===== src/rtl/truth_table_sequencer.sv =====
// Sweeps a 4-input combinational circuit through all 16 input vectors,
// captures its truth table and compares it against a golden table.
module truth_table_sequencer #(
  parameter int unsigned SETTLE = 1
) (
  input  logic        clk,
  input  logic        rst_n,
  input  logic        start,
  input  logic [15:0] expected,
  output logic [3:0]  dut_x,
  input  logic        dut_y,
  output logic        busy,
  output logic        done,
  output logic [15:0] table_out,
  output logic [4:0]  err_count,
  output logic [3:0]  first_err,
  output logic        first_err_valid,
  output logic        pass
);

  localparam int unsigned XW    = 4;
  localparam int unsigned NVEC  = 16;
  localparam int unsigned CNTW  = 4;
  localparam int unsigned ERRW  = 5;
  localparam logic [XW-1:0] LAST_IDX = XW'(NVEC - 1);
  localparam logic [CNTW-1:0] SETTLE_LD = CNTW'(SETTLE);

  typedef enum logic [1:0] {
    S_IDLE   = 2'd0,
    S_SETTLE = 2'd1,
    S_SAMPLE = 2'd2,
    S_DONE   = 2'd3
  } state_t;

  state_t             r_state, w_state;
  logic [XW-1:0]      r_idx, w_idx;
  logic [CNTW-1:0]    r_cnt, w_cnt;
  logic [XW-1:0]      r_dut_x, w_dut_x;
  logic [NVEC-1:0]    r_exp, w_exp;
  logic [NVEC-1:0]    r_table, w_table;
  logic [ERRW-1:0]    r_err_count, w_err_count;
  logic [XW-1:0]      r_first_err, w_first_err;
  logic               r_first_err_valid, w_first_err_valid;
  logic               r_pass, w_pass;
  logic               r_busy, w_busy;
  logic               r_done, w_done;
  logic               w_mismatch;

  assign w_mismatch = dut_y ^ r_exp[r_idx];

  // State and datapath registers
  always_ff @(posedge clk or negedge rst_n) begin
    if (!rst_n) begin
      r_state           <= S_IDLE;
      r_idx             <= '0;
      r_cnt             <= '0;
      r_dut_x           <= '0;
      r_exp             <= '0;
      r_table           <= '0;
      r_err_count       <= '0;
      r_first_err       <= '0;
      r_first_err_valid <= 1'b0;
      r_pass            <= 1'b0;
      r_busy            <= 1'b0;
      r_done            <= 1'b0;
    end else begin
      r_state           <= w_state;
      r_idx             <= w_idx;
      r_cnt             <= w_cnt;
      r_dut_x           <= w_dut_x;
      r_exp             <= w_exp;
      r_table           <= w_table;
      r_err_count       <= w_err_count;
      r_first_err       <= w_first_err;
      r_first_err_valid <= w_first_err_valid;
      r_pass            <= w_pass;
      r_busy            <= w_busy;
      r_done            <= w_done;
    end
  end

  // Next-state and next-output logic; busy/done are computed for the
  // state being entered so their registers line up with the state.
  always_comb begin
    w_state           = r_state;
    w_idx             = r_idx;
    w_cnt             = r_cnt;
    w_dut_x           = r_dut_x;
    w_exp             = r_exp;
    w_table           = r_table;
    w_err_count       = r_err_count;
    w_first_err       = r_first_err;
    w_first_err_valid = r_first_err_valid;
    w_pass            = r_pass;
    w_busy            = 1'b0;
    w_done            = 1'b0;

    case (r_state)
      S_IDLE: begin
        if (start) begin
          w_exp             = expected;
          w_table           = '0;
          w_err_count       = '0;
          w_first_err       = '0;
          w_first_err_valid = 1'b0;
          w_pass            = 1'b0;
          w_idx             = '0;
          w_dut_x           = '0;
          w_cnt             = SETTLE_LD;
          w_busy            = 1'b1;
          w_state           = S_SETTLE;
        end
      end

      S_SETTLE: begin
        w_busy = 1'b1;
        w_cnt  = r_cnt - CNTW'(1);
        if (r_cnt <= CNTW'(1)) begin
          w_state = S_SAMPLE;
        end
      end

      S_SAMPLE: begin
        w_table[r_idx] = dut_y;
        if (w_mismatch) begin
          w_err_count = r_err_count + ERRW'(1);
          if (!r_first_err_valid) begin
            w_first_err       = r_idx;
            w_first_err_valid = 1'b1;
          end
        end
        if (r_idx == LAST_IDX) begin
          w_done  = 1'b1;
          w_state = S_DONE;
        end else begin
          w_idx   = r_idx + XW'(1);
          w_dut_x = r_idx + XW'(1);
          w_cnt   = SETTLE_LD;
          w_busy  = 1'b1;
          w_state = S_SETTLE;
        end
      end

      S_DONE: begin
        w_pass  = (r_err_count == '0);
        w_dut_x = '0;
        w_state = S_IDLE;
      end

      default: begin
        w_state = S_IDLE;
      end
    endcase
  end

  assign dut_x           = r_dut_x;
  assign busy            = r_busy;
  assign done            = r_done;
  assign table_out       = r_table;
  assign err_count       = r_err_count;
  assign first_err       = r_first_err;
  assign first_err_valid = r_first_err_valid;
  assign pass            = r_pass;

endmodule

===== config.mk =====
export PLATFORM = sky130hd
export DESIGN_NAME = truth_table_sequencer
export DESIGN_NICKNAME = d
export VERILOG_FILES = /design/src/rtl/truth_table_sequencer.sv
export SDC_FILE = /design/constraint.sdc
export NUM_CORES = 1
export LEC_CHECK = 0
export ABC_AREA = 0
export CORE_AREA = 2 2 90 92
export CTS_CLUSTER_DIAMETER = 150
export CTS_CLUSTER_SIZE = 25
export DETAILED_ROUTE_END_ITERATION = 16
export DIE_AREA = 0 0 92 94
export GPL_TIMING_DRIVEN = 0
export RECOVER_POWER = 100
export SLEW_MARGIN = 20
export SYNTH_ARGS = -nofsm -noshare
export SYNTH_HDL_FRONTEND = slang
export SYNTH_SLANG_ARGS = --single-unit

===== constraint.sdc =====
create_clock -name clk -period 2.34 [get_ports clk]
set_input_delay 0.351 -clock clk [delete_from_list [all_inputs] [get_ports clk]]
set_output_delay 0.351 -clock clk [all_outputs]
set_load 0.01 [all_outputs]

==> flow_metrics.py <==
metrics = {
    "run_status": {
        "status": "finished with violations",
        "violations": "setup timing",
    },
    "detailed_routing": {
        "drt-vias-per-instance": 5.19,
        "first_pass_iters": 4,
        "ant_nets": 0,
        "wl_per_cell_um": 15.2,
        "drtIter0Drc": 109,
        "wl_um": 7200,
        "num_vias": 2457,
        "drc": 0,
    },
    "clocking": {
        "clockRootBuffer": "clkbuf_8",
        "clkTransAtPathRegs_ns": 0.06,
        "cts_buffers": 9,
        "cts_buffer_depth": 2,
        "cts_tree": "yes",
        "cts_num_sinks": 59,
        "clk_latency_ns": 0.33,
        "h-tree-depth": 3,
    },
    "sta": {
        "period_share": 1.01,
        "grt_setup_unrepaired": "yes",
        "fin_skew_ns": 0.00611,
        "max_freq_mhz": 421,
        "hold_viol_final": 0,
        "slew_headroom": 0.392,
        "fin_setup_tns_ns": -0.0712,
        "drv_slew": 0,
        "tightest_slew_ns": 0.913,
        "setup_viol": 3,
        "layout_setup_ws_ns": -0.0333,
        "min_period_ns": 2.37,
    },
    "cells_and_area": {
        "synthToLayoutAreaGrowth_pct": 31.4,
        "nNetsFinal": 399,
        "seqCellArea_mm2": 0.00148,
        "diodes": 0,
        "multiInputGateArea_mm2": 0.00144,
        "layoutNonFillerInstCount": 473,
        "nFillCells": 730,
        "drive_above_1_share": 0.154,
    },
    "floorplanning": {
        "ios": 53,
        "start_util": 0.393,
        "die_w_um": 92,
        "core_mm2": 0.00761,
        "rows": 32,
        "dieArea_mm2": 0.00865,
        "die-height_um": 94,
    },
    "setup_path": {
        "cp_data_arrival_time_ns": 2.59,
        "r2r-end": "first_err[2]",
        "r2r_cells": 6,
        "worstPathRequired_ns": 2.56,
        "ff2ff_setup_slack_ns": -0.03,
        "cp-start-kind": "flip-flop",
        "timing.critical_path.fanout_max": 5,
        "worstSetupEndpointType": "flip-flop",
        "r2r_start": "r_idx[0]",
        "worstSetupPathType": "reg -> reg",
    },
    "synth": {
        "yosysMostFrequentCell": "dfrtp_1",
        "synth.largest_area_cell": "dfrtp_1",
        "synth_cell_types": 40,
        "synth-edff-count": 0,
        "syn_inst": 297,
        "synth_common_cells": "59 x dfrtp_1, 42 x o21ai_0, 33 x nand2_1",
        "synthArstFlopShare": 1.00,
        "yosysSeqAreaShare": 0.494,
        "synth_area_mm2": 0.00299,
        "netlist.area_leader.share": 0.494,
        "synth_area_leaders": "dfrtp_1 49%, o21ai_0 7.0%, mux2_2 6.4%, ha_1 5.0%, nand2_1 4.1%",
        "synthFlopType": "dfrtp_1",
        "ys_seq_elements": 59,
        "ys_warn_count": 0,
        "synth_nets": 329,
        "synth_area_per_cell_um2": 10.1,
    },
    "global_routing": {
        "antenna_found_initial": 0,
        "grt_use_total": 0.178,
        "grt_pass1_wl_um": 11900,
        "grt_pass1_vias": 2409,
        "grt_max_degree": 43,
        "overflow": 0,
    },
    "place": {
        "hpwl_um": 5140,
        "dp.cells": 452,
        "routabilityCongestion": 0.825,
        "port_buffers": 52,
    },
    "min_path": {
        "min_delay_worst_endpoint": "pass",
        "min_from": "pass",
        "hp-class": "reg -> reg",
        "min_delay_path_depth": 2,
    },
    "power": {
        "p_per_area_mw_per_mm2": 1130,
        "max-vdd-ir-drop_uv": 463,
        "p_leak_uw": 0.00179,
    },
    "job": {
        "maxCapViolCount": 0,
    },
}
-- where the power goes --
part / switching (µW) / internal (µW)
Combinational: 1120 / 898
Sequential: 226 / 1330
Clock: 381 / 462
-- stage by stage --
| step | total power, µW | worst slack, ns | utilization | instance area (µm²) | hold slack [ns] |
|---|---|---|---|---|---|
| after floorplan | 2850 | -0.000759 | - | 2990 | 0.0554 |
| after global placement | 3470 | -0.985 | 0.478 | 3640 | 0.467 |
| after detailed placement | 3520 | -0.248 | 0.481 | 3660 | 0.237 |
| after CTS | 4460 | -0.0530 | 0.511 | 3890 | 0.414 |
| after global routing | 4770 | -0.101 | 0.516 | 3920 | 0.521 |
| final | 4410 | -0.0333 | 0.516 | 3920 | 0.478 |
-- cells in the final DEF (no fill, tap or decap), types with 2 or more instances in the layout --
cell	count
dfrtp_1	59
o21ai_0	42
nand2_1	33
dlygate4sd3_1	33
a21oi_1	19
clkdlybuf4s50_1	19
mux2_2	16
inv_1	12
nor2_1	12
nand3_1	12
ha_1	12
clkbuf_8	12
clkbuf_1	11
buf_4	7
or3_1	5
nand2b_1	4
mux4_2	4
o211ai_1	4
and2_1	3
clkbuf_2	3
nor2b_1	3
nor4_1	3
a311o_1	3
nor3_1	3
buf_6	2
mux2i_1	2
or4_1	2
o311ai_2	2
o311ai_1	2
xnor2_1	2
xor2_1	2
a21o_1	2
clkinv_2	2
-- registers in the layout, summed over array words and instances, names as in the netlist --
| signal | cells |
|---|---|
| dut_x | 4 |
| pass | 1 |
| first_err | 4 |
| table_out | 16 |
| r_idx | 4 |
| r_state | 2 |
| r_exp | 16 |
| r_cnt | 4 |
| err_count | 5 |
| first_err_valid | 1 |
| done | 1 |
| busy | 1 |
-- kinds of logic (layout without fill, tap and decap cells) --
family,after synthesis,in the layout,share of synthesized area
AO/OA/AOI/OAI,82,82,0.158
XOR/XNOR,4,4,0.0117
adder cells (fa/ha/maj),12,12,0.0503
buffers and inverters,29,103,0.0402
flip-flops,59,59,0.494
multiplexers,24,24,0.104
AND/OR/NAND/NOR,87,87,0.141
-- critical path, stage by stage, from the launching register on --
cell	delay, ns
dfrtp_1	0.36
buf_6	0.14
mux4_2	0.50
mux2i_1	0.19
mux2_4	0.35
or3_4	0.39
a311o_1	0.32
-- final cells by class --
cell class	count	area share
repair buffers	60	0.148
clock inverters	2	0.00255
clock buffers	13	0.0430
well taps	102	0.0325
multi-input cells	209	0.366
inverters	12	0.0115
flip-flops and latches	59	0.376
plain buffers	16	0.0204
-- metal layers --
metal  vias to the layer above  routed length (µm)  GRT usage
li1                       1201                   -          -
met1                      1183                3230      0.223
met2                        61                3510      0.293
met3                        12                 369     0.0538
met4                         0                  98     0.0634
met5                         -                   0          0
-- worst max-delay path by stage --
stage,slack [ns],depth (start not counted),end,start
floorplan,-0.0008,6,first_err[2],r_idx[0]
global placement,-0.98,1,first_err[0],rst_n
detailed placement,-0.25,9,err_count[2],r_state[0]
CTS,-0.05,6,first_err[2],r_idx[0]
global route,-0.10,6,first_err[3],r_idx[0]
finish,-0.03,6,first_err[2],r_idx[0]
-- repair_timing --
action / CTS / global route
buffers inserted: 4 / 2
hold buffers: 1 / 0
resized for setup: 5 / 13
setup endpoints to repair: 23 / 27
pin swaps: 5 / 4
endpoints found under the hold margin: 17 / 0
Power figures use the tool's default switching activity.
